`config.mk`:
```
export PLATFORM = sky130hd
export DESIGN_NAME = bn_calibrator
export DESIGN_NICKNAME = d
export VERILOG_FILES = /design/src/rtl/bn_pkg.sv /design/src/rtl/bn_factor_select.sv /design/src/rtl/bn_calibrator.sv
export SDC_FILE = /design/constraint.sdc
export NUM_CORES = 1
export LEC_CHECK = 0
export BUFFER_PORTS_ARGS = -buffer_cell sky130_fd_sc_hd__buf_2
export CAP_MARGIN = 20
export CORE_UTILIZATION = 39
export CTS_CLUSTER_SIZE = 10
export DETAILED_ROUTE_END_ITERATION = 8
export GPL_TIMING_DRIVEN = 0
export PLACE_DENSITY = 0.63
export SYNTH_ARGS = -nofsm -noshare
export SYNTH_HDL_FRONTEND = slang
export SYNTH_HIERARCHICAL = 1
export SYNTH_SLANG_ARGS = --single-unit
```
`constraint.sdc`:
```
create_clock -name clk -period 3.45 [get_ports clk]
set_input_delay 0.5175 -clock clk [delete_from_list [all_inputs] [get_ports clk]]
set_output_delay 0.5175 -clock clk [all_outputs]
set_load 0.01 [all_outputs]
```
`src/rtl/bn_pkg.sv`:
```
// Shared constants for the batch-norm calibrator: gain codes, FSM states and gain lookup helpers.
package bn_pkg;

    localparam logic [3:0] BN_CODE_Q025 = 4'b1000;
    localparam logic [3:0] BN_CODE_Q050 = 4'b0001;
    localparam logic [3:0] BN_CODE_Q075 = 4'b1001;
    localparam logic [3:0] BN_CODE_X1   = 4'b0100;
    localparam logic [3:0] BN_CODE_X15  = 4'b0101;
    localparam logic [3:0] BN_CODE_X2   = 4'b0010;
    localparam logic [3:0] BN_CODE_X225 = 4'b1010;
    localparam logic [3:0] BN_CODE_X3   = 4'b0110;
    localparam logic [3:0] BN_CODE_X4   = 4'b1100;
    localparam logic [3:0] BN_CODE_X45  = 4'b1101;
    localparam logic [3:0] BN_CODE_X6   = 4'b1110;
    localparam logic [3:0] BN_CODE_X8   = 4'b0011;
    localparam logic [3:0] BN_CODE_UNITY = BN_CODE_X1;

    localparam int BN_NUM_GAINS = 12;

    typedef enum logic [1:0] {
        ST_IDLE,
        ST_ACCUM,
        ST_COMPUTE,
        ST_DONE
    } bn_state_t;

    // Gains are indexed in ascending order so the highest fitting index wins.
    function automatic logic [3:0] bn_gain_code(input int idx);
        case (idx)
            0:       return BN_CODE_Q025;
            1:       return BN_CODE_Q050;
            2:       return BN_CODE_Q075;
            3:       return BN_CODE_X1;
            4:       return BN_CODE_X15;
            5:       return BN_CODE_X2;
            6:       return BN_CODE_X225;
            7:       return BN_CODE_X3;
            8:       return BN_CODE_X4;
            9:       return BN_CODE_X45;
            10:      return BN_CODE_X6;
            default: return BN_CODE_X8;
        endcase
    endfunction

    // Gain expressed in quarters, so every gain is an integer multiplier.
    function automatic logic [5:0] bn_gain_quarters(input int idx);
        case (idx)
            0:       return 6'd1;
            1:       return 6'd2;
            2:       return 6'd3;
            3:       return 6'd4;
            4:       return 6'd6;
            5:       return 6'd8;
            6:       return 6'd9;
            7:       return 6'd12;
            8:       return 6'd16;
            9:       return 6'd18;
            10:      return 6'd24;
            default: return 6'd32;
        endcase
    endfunction

endpackage

```
`src/rtl/bn_factor_select.sv`:
```
// Combinational peak-to-gain-code selection: largest gain whose product with peak stays in range.
module bn_factor_select
    import bn_pkg::*;
#(
    parameter int WIDTH = 6
) (
    input  logic [WIDTH-1:0] peak,
    output logic [3:0]       code
);

    localparam int PW = WIDTH + 6;
    // Compare q*peak against 4*(2^(WIDTH-1)-1) to stay in integer quarters.
    localparam logic [PW-1:0] LIMIT = {5'b0, {(WIDTH-1){1'b1}}, 2'b00};

    logic [BN_NUM_GAINS-1:0] fits;

    for (genvar gi = 0; gi < BN_NUM_GAINS; gi++) begin : g_gain
        localparam logic [5:0] QV = bn_gain_quarters(gi);
        logic [PW-1:0] prod;

        always_comb begin
            prod = '0;
            for (int b = 0; b < 6; b++) begin
                if (QV[b]) begin
                    prod = prod + ({6'b0, peak} << b);
                end
            end
        end

        assign fits[gi] = (prod <= LIMIT);
    end

    always_comb begin
        code = BN_CODE_Q025;
        for (int i = 0; i < BN_NUM_GAINS; i++) begin
            if (fits[i]) begin
                code = bn_gain_code(i);
            end
        end
    end

endmodule

```
`src/rtl/bn_calibrator.sv`:
```
// Batch-norm calibrator: collects 2^LOG2_SAMPLES samples, then derives gain code and offset.
// Define BN_CALIB_ADDEND_EN to build the sum accumulator and the BN_addend computation.
module bn_calibrator
    import bn_pkg::*;
#(
    parameter int WIDTH        = 6,
    parameter int ADDEND_WIDTH = WIDTH - 2,
    parameter int LOG2_SAMPLES = 4
) (
    input  logic                    clk,
    input  logic                    reset,
    input  logic                    start,
    input  logic                    z_valid,
    input  logic [WIDTH-1:0]        z,
    output logic                    busy,
    output logic                    done,
    output logic                    params_valid,
    output logic [3:0]              BN_factor,
    output logic [ADDEND_WIDTH-1:0] BN_addend
);

    bn_state_t state_reg, state_next;

    logic [LOG2_SAMPLES-1:0] count_reg;
    logic [WIDTH-1:0]        peak_reg;
    logic [WIDTH-1:0]        z_abs;
    logic [3:0]              factor_reg;
    logic [3:0]              sel_code;
    logic                    valid_reg;
    logic                    clear_acc;
    logic                    accept;
    logic                    load;

    // Two's-complement magnitude in WIDTH unsigned bits keeps |-2^(WIDTH-1)| exact.
    assign z_abs = z[WIDTH-1] ? (~z + 1'b1) : z;

    always_ff @(posedge clk or posedge reset) begin
        if (reset) begin
            state_reg <= ST_IDLE;
        end else begin
            state_reg <= state_next;
        end
    end

    always_comb begin
        state_next = state_reg;
        clear_acc  = 1'b0;
        accept     = 1'b0;
        load       = 1'b0;
        busy       = 1'b1;
        done       = 1'b0;
        case (state_reg)
            ST_IDLE: begin
                busy = 1'b0;
                if (start) begin
                    clear_acc  = 1'b1;
                    state_next = ST_ACCUM;
                end
            end
            ST_ACCUM: begin
                if (start) begin
                    clear_acc = 1'b1;
                end else if (z_valid) begin
                    accept = 1'b1;
                    if (&count_reg) begin
                        state_next = ST_COMPUTE;
                    end
                end
            end
            ST_COMPUTE: begin
                load       = 1'b1;
                state_next = ST_DONE;
            end
            default: begin
                done       = 1'b1;
                state_next = ST_IDLE;
            end
        endcase
    end

    bn_factor_select #(
        .WIDTH (WIDTH)
    ) u_factor_select (
        .peak (peak_reg),
        .code (sel_code)
    );

    // params_valid rises with the load so it is already high during the done pulse.
    always_ff @(posedge clk or posedge reset) begin
        if (reset) begin
            count_reg  <= '0;
            peak_reg   <= '0;
            factor_reg <= BN_CODE_UNITY;
            valid_reg  <= 1'b0;
        end else begin
            if (clear_acc) begin
                count_reg <= '0;
                peak_reg  <= '0;
            end else if (accept) begin
                count_reg <= count_reg + 1'b1;
                if (z_abs > peak_reg) begin
                    peak_reg <= z_abs;
                end
            end
            if (load) begin
                factor_reg <= sel_code;
                valid_reg  <= 1'b1;
            end
        end
    end

    assign BN_factor    = factor_reg;
    assign params_valid = valid_reg;

`ifdef BN_CALIB_ADDEND_EN
    localparam int SW = WIDTH + LOG2_SAMPLES;
    localparam logic signed [SW-1:0] A_MAX = {{(SW-ADDEND_WIDTH+1){1'b0}}, {(ADDEND_WIDTH-1){1'b1}}};
    localparam logic signed [SW-1:0] A_MIN = ~A_MAX;

    logic signed [SW-1:0]    sum_reg;
    logic signed [SW-1:0]    mean;
    logic signed [SW-1:0]    neg_mean;
    logic [ADDEND_WIDTH-1:0] addend_reg;
    logic [ADDEND_WIDTH-1:0] addend_sat;

    always_comb begin
        mean     = sum_reg >>> LOG2_SAMPLES;
        neg_mean = -mean;
        if (neg_mean > A_MAX) begin
            addend_sat = A_MAX[ADDEND_WIDTH-1:0];
        end else if (neg_mean < A_MIN) begin
            addend_sat = A_MIN[ADDEND_WIDTH-1:0];
        end else begin
            addend_sat = neg_mean[ADDEND_WIDTH-1:0];
        end
    end

    // At gain 8 the window is essentially silent, so no offset is applied.
    always_ff @(posedge clk or posedge reset) begin
        if (reset) begin
            sum_reg    <= '0;
            addend_reg <= '0;
        end else begin
            if (clear_acc) begin
                sum_reg <= '0;
            end else if (accept) begin
                sum_reg <= sum_reg + {{LOG2_SAMPLES{z[WIDTH-1]}}, z};
            end
            if (load) begin
                addend_reg <= (sel_code == BN_CODE_X8) ? '0 : addend_sat;
            end
        end
    end

    assign BN_addend = addend_reg;
`else
    assign BN_addend = '0;
`endif

endmodule

```
==> results.sh <==
export IMPL_clkLatencyLatePin_ns=0.25
export IMPL_layout_drive_gt1_share_pct=17.8
export IMPL_crit_type="reg -> reg"
export IMPL_synth_area_um2=1860
export IMPL_finClkSkew_ns=0.00617
export IMPL_die_area_um2=5040
export IMPL_worstPathRequired_ns=3.64
export IMPL_grt_pass1_vias=1415
export IMPL_ys_top_cells_by_count="ha_1, inv_1, nand2_1"
export IMPL_grtUsageTotal_pct=15.4
export IMPL_grt_first_pass_wirelength_um=6300
export IMPL_cts_buffers=3
export IMPL_cp_start_kind="flip-flop"
export IMPL_port_buffers=16
export IMPL_hpwl_um=2880
export IMPL_ys_seq_area_share_pct=23.0
export IMPL_max_slew_worst_pin_slew_ns=0.612
export IMPL_postRouteAntennaNets=0
export IMPL_hold_buffers=0
export IMPL_firstDrtPassIters=6
export IMPL_fin_setup_tns_ns=0
export IMPL_cp_end_kind="flip-flop"
export IMPL_core_area_um2=4470
export IMPL_synth_top_cell_area_share_pct=21.6
export IMPL_yosysTopAreaCell="dfrtp_1"
export IMPL_finish_utilization_pct=46.0
export IMPL_setup_slack_ns=0.546
export IMPL_wirelength_um=3580
export IMPL_min_path_type="in -> async"
export IMPL_ir_drop_uv=248
export IMPL_synth_seq_cells=17
export IMPL_io_pins=21
export IMPL_antenna_found_initial=0
export IMPL_fin_crit_sh_pct=84.2
export IMPL_hold_viol_final=0
export IMPL_cts_root_buffer="clkbuf_8"
export IMPL_synth_async_reset_ratio_pct=100
export IMPL_synth_distinct_cells=52
export IMPL_n_antenna_cell=0
export IMPL_dp_cells=284
export IMPL_crit_buf_inv=1
export IMPL_drt_wirelength_per_cell_um=12.4
export IMPL_n_fill_cell=455
export IMPL_finalWeightedCongestion=0.835
export IMPL_setup_violations=0
export IMPL_regArea_um2=427
export IMPL_synth_most_common_cell="ha_1"
export IMPL_placementRows=24
export IMPL_fp_dieW_um=71.0
export IMPL_clockBufferDepth=2
export IMPL_post_synth_main_area_contributors="dfrtp_1, ha_1, inv_1"
export IMPL_drc=0
export IMPL_status="finished, final reports clean"
export IMPL_cap_viol_max_count=0
export IMPL_cts_setup_buffers=0
export IMPL_syn_avg_cell_area_um2=8.71
export IMPL_area_growth_pct=10.9
export IMPL_via_per_inst=5.18
export IMPL_cp_top_family="simple AND/OR/NAND/NOR gates"
export IMPL_initialDrtViolationCount=67
export IMPL_synth_top_flop_cell="dfrtp_1"
export IMPL_die_y_um=71.0
export IMPL_slowest_stage="dfrtp_1"
export IMPL_synth_edf_count=0
export IMPL_fin_nets=276
export IMPL_max_stage_delay_ns=0.53
export IMPL_clk_pin_slew_ns=0.06
export IMPL_grt_max_degree=18
export IMPL_cts_tree="yes"
export IMPL_powerDensity_nw_per_um2=679
export IMPL_worstPathArrival_ns=3.09
export IMPL_start_util_pct=41.5
export IMPL_yosys_warnings=6
export IMPL_clock_sinks=17
export IMPL_final_max_slew_viol_count=0
export IMPL_crit_chain="ha_1 > inv_1 > fa_1 > nand2b_1 > a21oi_2 > xnor2_1 > o31ai_1 > and3_1 > or4_1 > a31oi_1 > mux2_2"
export IMPL_htreeDepth=1
export IMPL_slew_headroom_pct=59.2
export IMPL_netlist_instances=213
export IMPL_vias=1493
export IMPL_layout_cells_non_filler=288
export IMPL_largest_reg_flops=6
export IMPL_post_route_min_period_ns=2.90
export IMPL_timing_fmax_ghz=0.344
export IMPL_multi_input_area_um2=1320
export IMPL_grt_overflow=0
export IMPL_cp_max_fo=8
export IMPL_leakage_nw=0.922
export IMPL_cts_resized=0
export IMPL_pre_cts_slack_ns=0.526
export IMPL_rsz0062_at_grt="no"
[final timing paths]
| check | slack [ns] | depth (start not counted) | end | from |
|---|---|---|---|---|
| max | 0.55 | 11 | BN_factor[3] | peak_reg[1] |
| min | 0.33 | 2 | state_reg[0] | reset |
| max reg2reg | 0.55 | 11 | BN_factor[3] | peak_reg[1] |
| min reg2reg | 0.46 | 1 | params_valid | params_valid |
| max in group asynchronous | 2.71 | 2 | count_reg[1] | reset |
| min in group clk | 0.46 | 1 | params_valid | params_valid |
[through the flow]
| step | power (W) | hold WS, ns | area (um^2) |
|---|---|---|---|
| 6_report | 0.00140 | 0.334 | 2060 |
| 5_1_grt | 0.00156 | 0.399 | 2060 |
| 4_1_cts | 0.00141 | 0.362 | 2060 |
| 3_5_place_dp | 0.00126 | 0.451 | 2010 |
| 3_3_place_gp | 0.00125 | 0.445 | 2010 |
| 2_1_floorplan | 0.00105 | 0.443 | 1870 |
[placed cells by master, fill, tap and decap left out, drive strengths merged, types with 2 or more instances in the layout]
cell type	n
ha	27
inv	25
nand2	21
buf	20
dfrtp	16
nor2	14
a21oi	13
o21ai	11
nand3	9
mux2	5
nand2b	5
xnor2	5
o31ai	5
xor2	4
mux2i	4
conb	4
clkbuf	4
nor2b	4
a31oi	4
and3	3
o32ai	3
o211ai	3
a21boi	2
nand3b	2
fa	2
and2	2
[cell type report]
| cell class | count | share of cell area [%] |
|---|---|---|
| multi-input combinational | 170 | 64.0 |
| sequential | 17 | 20.7 |
| inverter | 25 | 4.56 |
| timing repair buffer | 16 | 3.89 |
| tap | 52 | 3.16 |
| clock buffer | 4 | 2.19 |
| buffer | 4 | 1.46 |
[cell families (layout without fill, tap and decap cells)]
group           after synthesis  count (layout)  synth area share, %
simple gates                 68              68                 19.0
compound gates               51              51                 21.3
fa+ha+maj                    29              29                 20.4
buf+inv                      29              49                 6.68
flops                        17              17                 23.0
xor+xnor                      9               9                 4.25
mux                           9               9                 5.19
other cells                   1               4                0.202
[metal layers]
layer | global-route usage, % | vias up | share of wire (%)
met5 | 0 | - | 0
met4 | 2.00 | 0 | 0.39
met3 | 2.14 | 2 | 2.3
met2 | 26.1 | 25 | 45
met1 | 21.3 | 678 | 52
li1 | - | 788 | -
[power by group]
group | internal (W) | switching [W]
sequential | 0.000271 | 0.000104
clock | 0.0000817 | 0.0000592
combinational | 0.000383 | 0.000498
total | 0.000736 | 0.000662
Note: power is estimated with default switching activity, not from simulation.
